## src/rtl/fifo_pkg.sv

```systemverilog
// Shared constants for the output FIFO: default word width and address width.
package fifo_pkg;

  localparam int unsigned DefaultDataWidth   = 32;
  localparam int unsigned DefaultBufferWidth = 2;

endpackage : fifo_pkg

```

## src/rtl/fifo_ptr.sv

```systemverilog
// Wrapping pointer for the output FIFO: Width-bit counter whose MSB is the
// round bit. Async clear on rst, sync clear on clr_i, increment on en_i.
module fifo_ptr #(
  parameter int unsigned Width = 3
) (
  input  logic             clk,
  input  logic             rst,
  input  logic             clr_i,
  input  logic             en_i,
  output logic [Width-1:0] ptr_o
);

  logic [Width-1:0] ptr_q;
  logic [Width-1:0] ptr_d;

  // Next pointer: sync clear wins over increment; natural wrap at 2**Width.
  always_comb begin
    if (clr_i) begin
      ptr_d = '0;
    end else if (en_i) begin
      ptr_d = ptr_q + Width'(1);
    end else begin
      ptr_d = ptr_q;
    end
  end

  // Pointer register with asynchronous clear.
  always_ff @(posedge clk or posedge rst) begin
    if (rst) begin
      ptr_q <= '0;
    end else begin
      ptr_q <= ptr_d;
    end
  end

  assign ptr_o = ptr_q;

endmodule : fifo_ptr

```

## src/rtl/out_fifo_buffer.sv

```systemverilog
// First-word-fall-through output FIFO with sticky overflow/underflow flags,
// occupancy count and a per-slot valid mask derived from the pointers.
module out_fifo_buffer
  import fifo_pkg::*;
#(
  parameter int unsigned DataWidth       = DefaultDataWidth,
  parameter int unsigned BufferWidth     = DefaultBufferWidth,
  parameter int unsigned AlmostFullLevel = 3
) (
  input  logic                   clk,
  input  logic                   rst,
  input  logic                   Push,
  input  logic                   Pop,
  input  logic                   Flush,
  input  logic [DataWidth-1:0]   DataIn,
  output logic [DataWidth-1:0]   DataOut,
  output logic                   Full,
  output logic                   Empty,
  output logic                   AlmostFull,
  output logic [BufferWidth:0]   Count,
  output logic [(2**BufferWidth)-1:0] ReadyM,
  output logic                   Overflow,
  output logic                   Underflow
);

  localparam int unsigned BufferSize = 2 ** BufferWidth;

  logic [DataWidth-1:0]   storage_q [BufferSize];
  logic [BufferWidth:0]   w_ptr_s;
  logic [BufferWidth:0]   r_ptr_s;
  logic [BufferWidth-1:0] w_addr_s;
  logic [BufferWidth-1:0] r_addr_s;
  logic [BufferWidth:0]   count_s;
  logic                   full_s;
  logic                   empty_s;
  logic                   push_ok_s;
  logic                   pop_ok_s;
  logic                   wr_en_s;
  logic                   rd_en_s;
  logic                   overflow_q;
  logic                   overflow_d;
  logic                   underflow_q;
  logic                   underflow_d;
  logic [BufferSize-1:0]  ready_s;

  assign w_addr_s = w_ptr_s[BufferWidth-1:0];
  assign r_addr_s = r_ptr_s[BufferWidth-1:0];
  assign count_s  = w_ptr_s - r_ptr_s;
  assign empty_s  = (w_ptr_s == r_ptr_s);
  assign full_s   = (w_addr_s == r_addr_s) && (w_ptr_s[BufferWidth] != r_ptr_s[BufferWidth]);

  // Acceptance: a full FIFO still takes a push when the head retires in the
  // same cycle; pop never bypasses into an empty FIFO. Flush suppresses both.
  always_comb begin
    push_ok_s = Push && (!full_s || Pop);
    pop_ok_s  = Pop && !empty_s;
    if (Flush) begin
      wr_en_s = 1'b0;
      rd_en_s = 1'b0;
    end else begin
      wr_en_s = push_ok_s;
      rd_en_s = pop_ok_s;
    end
  end

  fifo_ptr #(.Width(BufferWidth + 1)) u_w_ptr (
    .clk   (clk),
    .rst   (rst),
    .clr_i (Flush),
    .en_i  (wr_en_s),
    .ptr_o (w_ptr_s)
  );

  fifo_ptr #(.Width(BufferWidth + 1)) u_r_ptr (
    .clk   (clk),
    .rst   (rst),
    .clr_i (Flush),
    .en_i  (rd_en_s),
    .ptr_o (r_ptr_s)
  );

  // Storage array: cleared by reset only, written at the tail on accepted push.
  always_ff @(posedge clk or posedge rst) begin
    if (rst) begin
      for (int i = 0; i < BufferSize; i++) begin
        storage_q[i] <= '0;
      end
    end else if (wr_en_s) begin
      storage_q[w_addr_s] <= DataIn;
    end
  end

  // Sticky error flags: set on refused requests, cleared by flush.
  always_comb begin
    if (Flush) begin
      overflow_d  = 1'b0;
      underflow_d = 1'b0;
    end else begin
      overflow_d  = overflow_q  | (Push && !push_ok_s);
      underflow_d = underflow_q | (Pop && !pop_ok_s);
    end
  end

  // Error flag registers.
  always_ff @(posedge clk or posedge rst) begin
    if (rst) begin
      overflow_q  <= 1'b0;
      underflow_q <= 1'b0;
    end else begin
      overflow_q  <= overflow_d;
      underflow_q <= underflow_d;
    end
  end

  // Valid mask: slot i is live when its distance from the head is below Count.
  always_comb begin
    logic [BufferWidth-1:0] ofs;
    ofs     = '0;
    ready_s = '0;
    for (int i = 0; i < BufferSize; i++) begin
      ofs        = BufferWidth'(i) - r_addr_s;
      ready_s[i] = ({1'b0, ofs} < count_s);
    end
  end

  assign DataOut    = storage_q[r_addr_s];
  assign Full       = full_s;
  assign Empty      = empty_s;
  assign AlmostFull = (count_s >= (BufferWidth + 1)'(AlmostFullLevel));
  assign Count      = count_s;
  assign ReadyM     = ready_s;
  assign Overflow   = overflow_q;
  assign Underflow  = underflow_q;

endmodule : out_fifo_buffer
```

## config.mk

```make
export PLATFORM = sky130hd
export DESIGN_NAME = out_fifo_buffer
export DESIGN_NICKNAME = d
export VERILOG_FILES = /design/src/rtl/fifo_pkg.sv /design/src/rtl/fifo_ptr.sv /design/src/rtl/out_fifo_buffer.sv
export SDC_FILE = /design/constraint.sdc
export NUM_CORES = 1
export LEC_CHECK = 0
export ABC_AREA = 1
export CORE_MARGIN = 4
export CORE_UTILIZATION = 35
export DETAILED_ROUTE_END_ITERATION = 8
export PLACE_DENSITY = 0.59
export SYNTH_ARGS = -nofsm -noshare
export SYNTH_HDL_FRONTEND = slang
export SYNTH_SLANG_ARGS = --single-unit
```

## constraint.sdc

```tcl
create_clock -name clk -period 5.5 [get_ports clk]
set_clock_uncertainty 0.2 [all_clocks]
set_input_delay 0.825 -clock clk [delete_from_list [all_inputs] [get_ports clk]]
set_output_delay 0.825 -clock clk [all_outputs]
set_load 0.01 [all_outputs]
```

==> run_results.csv <==
group,metric,value,unit
power,internal_power,2.35,mW
detailed_routing,dr.pass1.iters,5,
logic_synthesis,synth.largest_area_cell,"dfrtp_1",
critical_path,cp_cell_sequence,"ha_1, inv_1, fa_1, inv_1, ha_1, inv_1, nor2_1, o21ai_0, clkdlybuf4s50_1",
worst_hold_path,hold_class,"register to register",
clock_tree,cts_resized,0,
logic_synthesis,syn_nets,866,
timing,slew_violations,0,
clock_tree,ctsHoldBuffers,0,
critical_path,required,4470,ps
global_route,track_usage,17.7,%
detailed_routing,num_vias,5558,
power,seqPwrFrac,41.2,%
critical_path,crit_fanout,22,
floorplanning,num_rows,49,
final_layout,diodes,0,
final_layout,fill_cells,1781,
run,cap_violations,0,
logic_synthesis,syn-cell-area,6460,um^2
critical_path,crit_type,"register to output pin",
timing,fin_crit,4090,ps
timing,setup_ws,1410,ps
global_route,grt_pass1_vias,5390,
critical_path,end_kind,"output pin",
detailed_routing,antenna_left,0,
logic_synthesis,synth-edff-count,0,
timing,fmax,0.245,GHz
global_route,grt_max_degree,111,
timing,hold-worst-slack,269,ps
clock_tree,htreeDepth,4,
critical_path,cpLargestDelayFamily,"adder cells",
timing,rsz0062_at_grt,"false",
timing,post-route-period-util,74.3,%
logic_synthesis,ys_seq_area_share,52.7,%
timing,worst_slew_pin_slew,1030,ps
logic_synthesis,yosys_warnings,0,
final_layout,num-nets-final,929,
clock_tree,cts_made_buffers,17,
logic_synthesis,syn_inst,815,
critical_path,critPathLaunch,"u_r_ptr.ptr_o[0]$_DFFE_PP0P_",
placed_design,hpwl,10.0,mm
logic_synthesis,yosysUniqueCellTypes,21,
detailed_routing,wl,17.6,mm
detailed_routing,via_per_inst,4.96,
detailed_routing,drt-wirelength-per-cell,15.7,um
critical_path,crit_buf_inv,4,
timing,final-setup-viol-count,0,
placed_design,place_inst,1088,
floorplanning,io_pins,81,
global_route,grt_first_pass_wirelength,28.7,mm
logic_synthesis,ys_ff_latch,136,
logic_synthesis,ys.flop_type,"dfrtp_1",
timing,tns,0,ps
placed_design,port-buffer-count,80,
global_route,overflow,0,
power,comb_power_share,29.1,%
power,p_sw,1.10,mW
clock_tree,clkTransAtPathRegs,60,ps
critical_path,slowest_stage,"dfrtp_2",
status,status,"finished, final reports clean",
logic_synthesis,synth_commonest_cells,"nand2_1 (393), dfrtp_1 (136), o21ai_0 (75)",
worst_hold_path,hp-start,"storage_q[90]$_DFFE_PP0P_",
critical_path,rr_startpoint,"u_r_ptr.ptr_o[0]$_DFFE_PP0P_",
global_route,antenna_found_initial,0,
final_layout,syn2layout_area_growth,21.8,%
logic_synthesis,avgSynthCellArea,7.93,um^2
power,p_per_area,439,nW/um^2
logic_synthesis,synth_top_area_share,52.7,%
critical_path,slowest_delay,620,ps
logic_synthesis,synthTopCellsByArea,"dfrtp_1 (53%), nand2_1 (23%), o21ai_0 (5.8%)",
clock_tree,cts.sinks,136,
clock_tree,clockBufferDepth,2,
detailed_routing,drt_iter0_drc,440,
critical_path,path_common_cell,"inv_1",
clock_tree,clockRootBuffer,"clkbuf_16",
timing,hold_viol_final,0,
final_layout,final_cell_area,7870,um^2
final_layout,layout-drive-gt1-share,5.61,%
power,power_frac_clock,29.7,%
placed_design,pre_cts_ws,1820,ps
critical_path,critPathLaunchType,"register",
power,p_leak,3.99,nW
final_layout,final_cells,1120,
placed_design,place_congestion,0.751,
logic_synthesis,async_flop_share,100,%
floorplanning,fp.coreArea,18100,um^2
logic_synthesis,synth.most_common_cell,"nand2_1",
final_layout,regArea,3400,um^2
floorplanning,fp.dieArea,20700,um^2
final_layout,multi_input_area,2680,um^2
timing,slew_headroom,31.6,%
clock_tree,tritoncts,"built",
clock_tree,post_cts_buffers,0,
floorplanning,initial_core_util,35.7,%
clock_tree,worstSkewPairLatency,420,ps
floorplanning,die_w,144,um
power,switching_share,31.9,%
detailed_routing,drc_errors,0,
placed_design,placed_area,7340,um^2
critical_path,cp.arrival,3060,ps
floorplanning,die_y,144,um
power,max-vdd-ir-drop,0.221,mV
[state kept, by name, summed over array words and instances (netlist names)]
name           count
u_w_ptr.ptr_o      3
storage_q        128
Underflow          1
Overflow           1
u_r_ptr.ptr_o      3
[cell families (layout without fill, tap and decap cells)]
kind of cell               Yosys count  in the layout  share of synthesized area, %
AOI/OAI and AO/OA                  110            110                          9.14
adders and majority gates           14             14                          2.83
buffers and inverters               70            146                          5.81
and+or+nand+nor                    483            483                          29.3
xor gates and xnor gates             2              2                         0.271
DFF                                136            136                          52.7
[stage by stage]
step	total power, mW	utilization [%]
2_1_floorplan	1.98	-
3_3_place_gp	2.43	40.6
3_5_place_dp	2.44	40.6
4_1_cts	3.48	43.5
5_1_grt	3.68	43.5
6_report	3.45	43.5
[tightest hold or removal path: cells and delay by family, from the launching register on]
kind | cells | cell delay (ps)
AND/OR/NAND/NOR | 2 | 100
flip-flops | 1 | 330
[power groups by stage]
| stage | Sequential, mW | Combinational (mW) | Clock (mW) |
|---|---|---|---|
| 2_1_floorplan | 1.39 | 0.595 | 0 |
| 3_3_place_gp | 1.43 | 1.00 | 0 |
| 3_5_place_dp | 1.43 | 1.01 | 0 |
| 4_1_cts | 1.42 | 1.02 | 1.05 |
| 5_1_grt | 1.45 | 1.14 | 1.09 |
| 6_report | 1.42 | 1.00 | 1.02 |
[layout make-up]
class | instances | share of cell area (%)
inverters | 25 | 1.26
clock inverters | 9 | 0.636
well taps | 229 | 3.64
multi-input cells | 609 | 34.1
clock buffers | 23 | 6.08
flip-flops and latches | 136 | 43.3
repair buffers | 89 | 11.0
[cells in the final DEF, fill, tap and decap left out, drive strengths merged, types with 7 or more instances in the layout]
master and count:
nand2 395, dfrtp 136, clkdlybuf4s50 80, o21ai 75, nor2 74, o22ai 32
inv 25, clkbuf 23, ha 13, buf 9, nand3 8, clkinv 7
[path summary, 6_finish.rpt]
path,end,slack [ps],cells past startpoint
worst min-delay path,storage_q[90]$_DFFE_PP0P_,270,2
worst max register to register,storage_q[37]$_DFFE_PP0P_,1940,9
worst max-delay path,ReadyM[2],1410,9
min in group asynchronous,storage_q[109]$_DFFE_PP0P_,790,2
max in group asynchronous,u_r_ptr.ptr_o[0]$_DFFE_PP0P_,3300,3
worst min register to register,storage_q[90]$_DFFE_PP0P_,270,2
[metal layers]
layer	share of wire [%]	global-route usage (%)
met2	45	27.5
met5	0	0
met3	5.8	3.89
met1	48	25.5
met4	0.97	4.16
No activity file was read; power rests on OpenSTA's default activity.
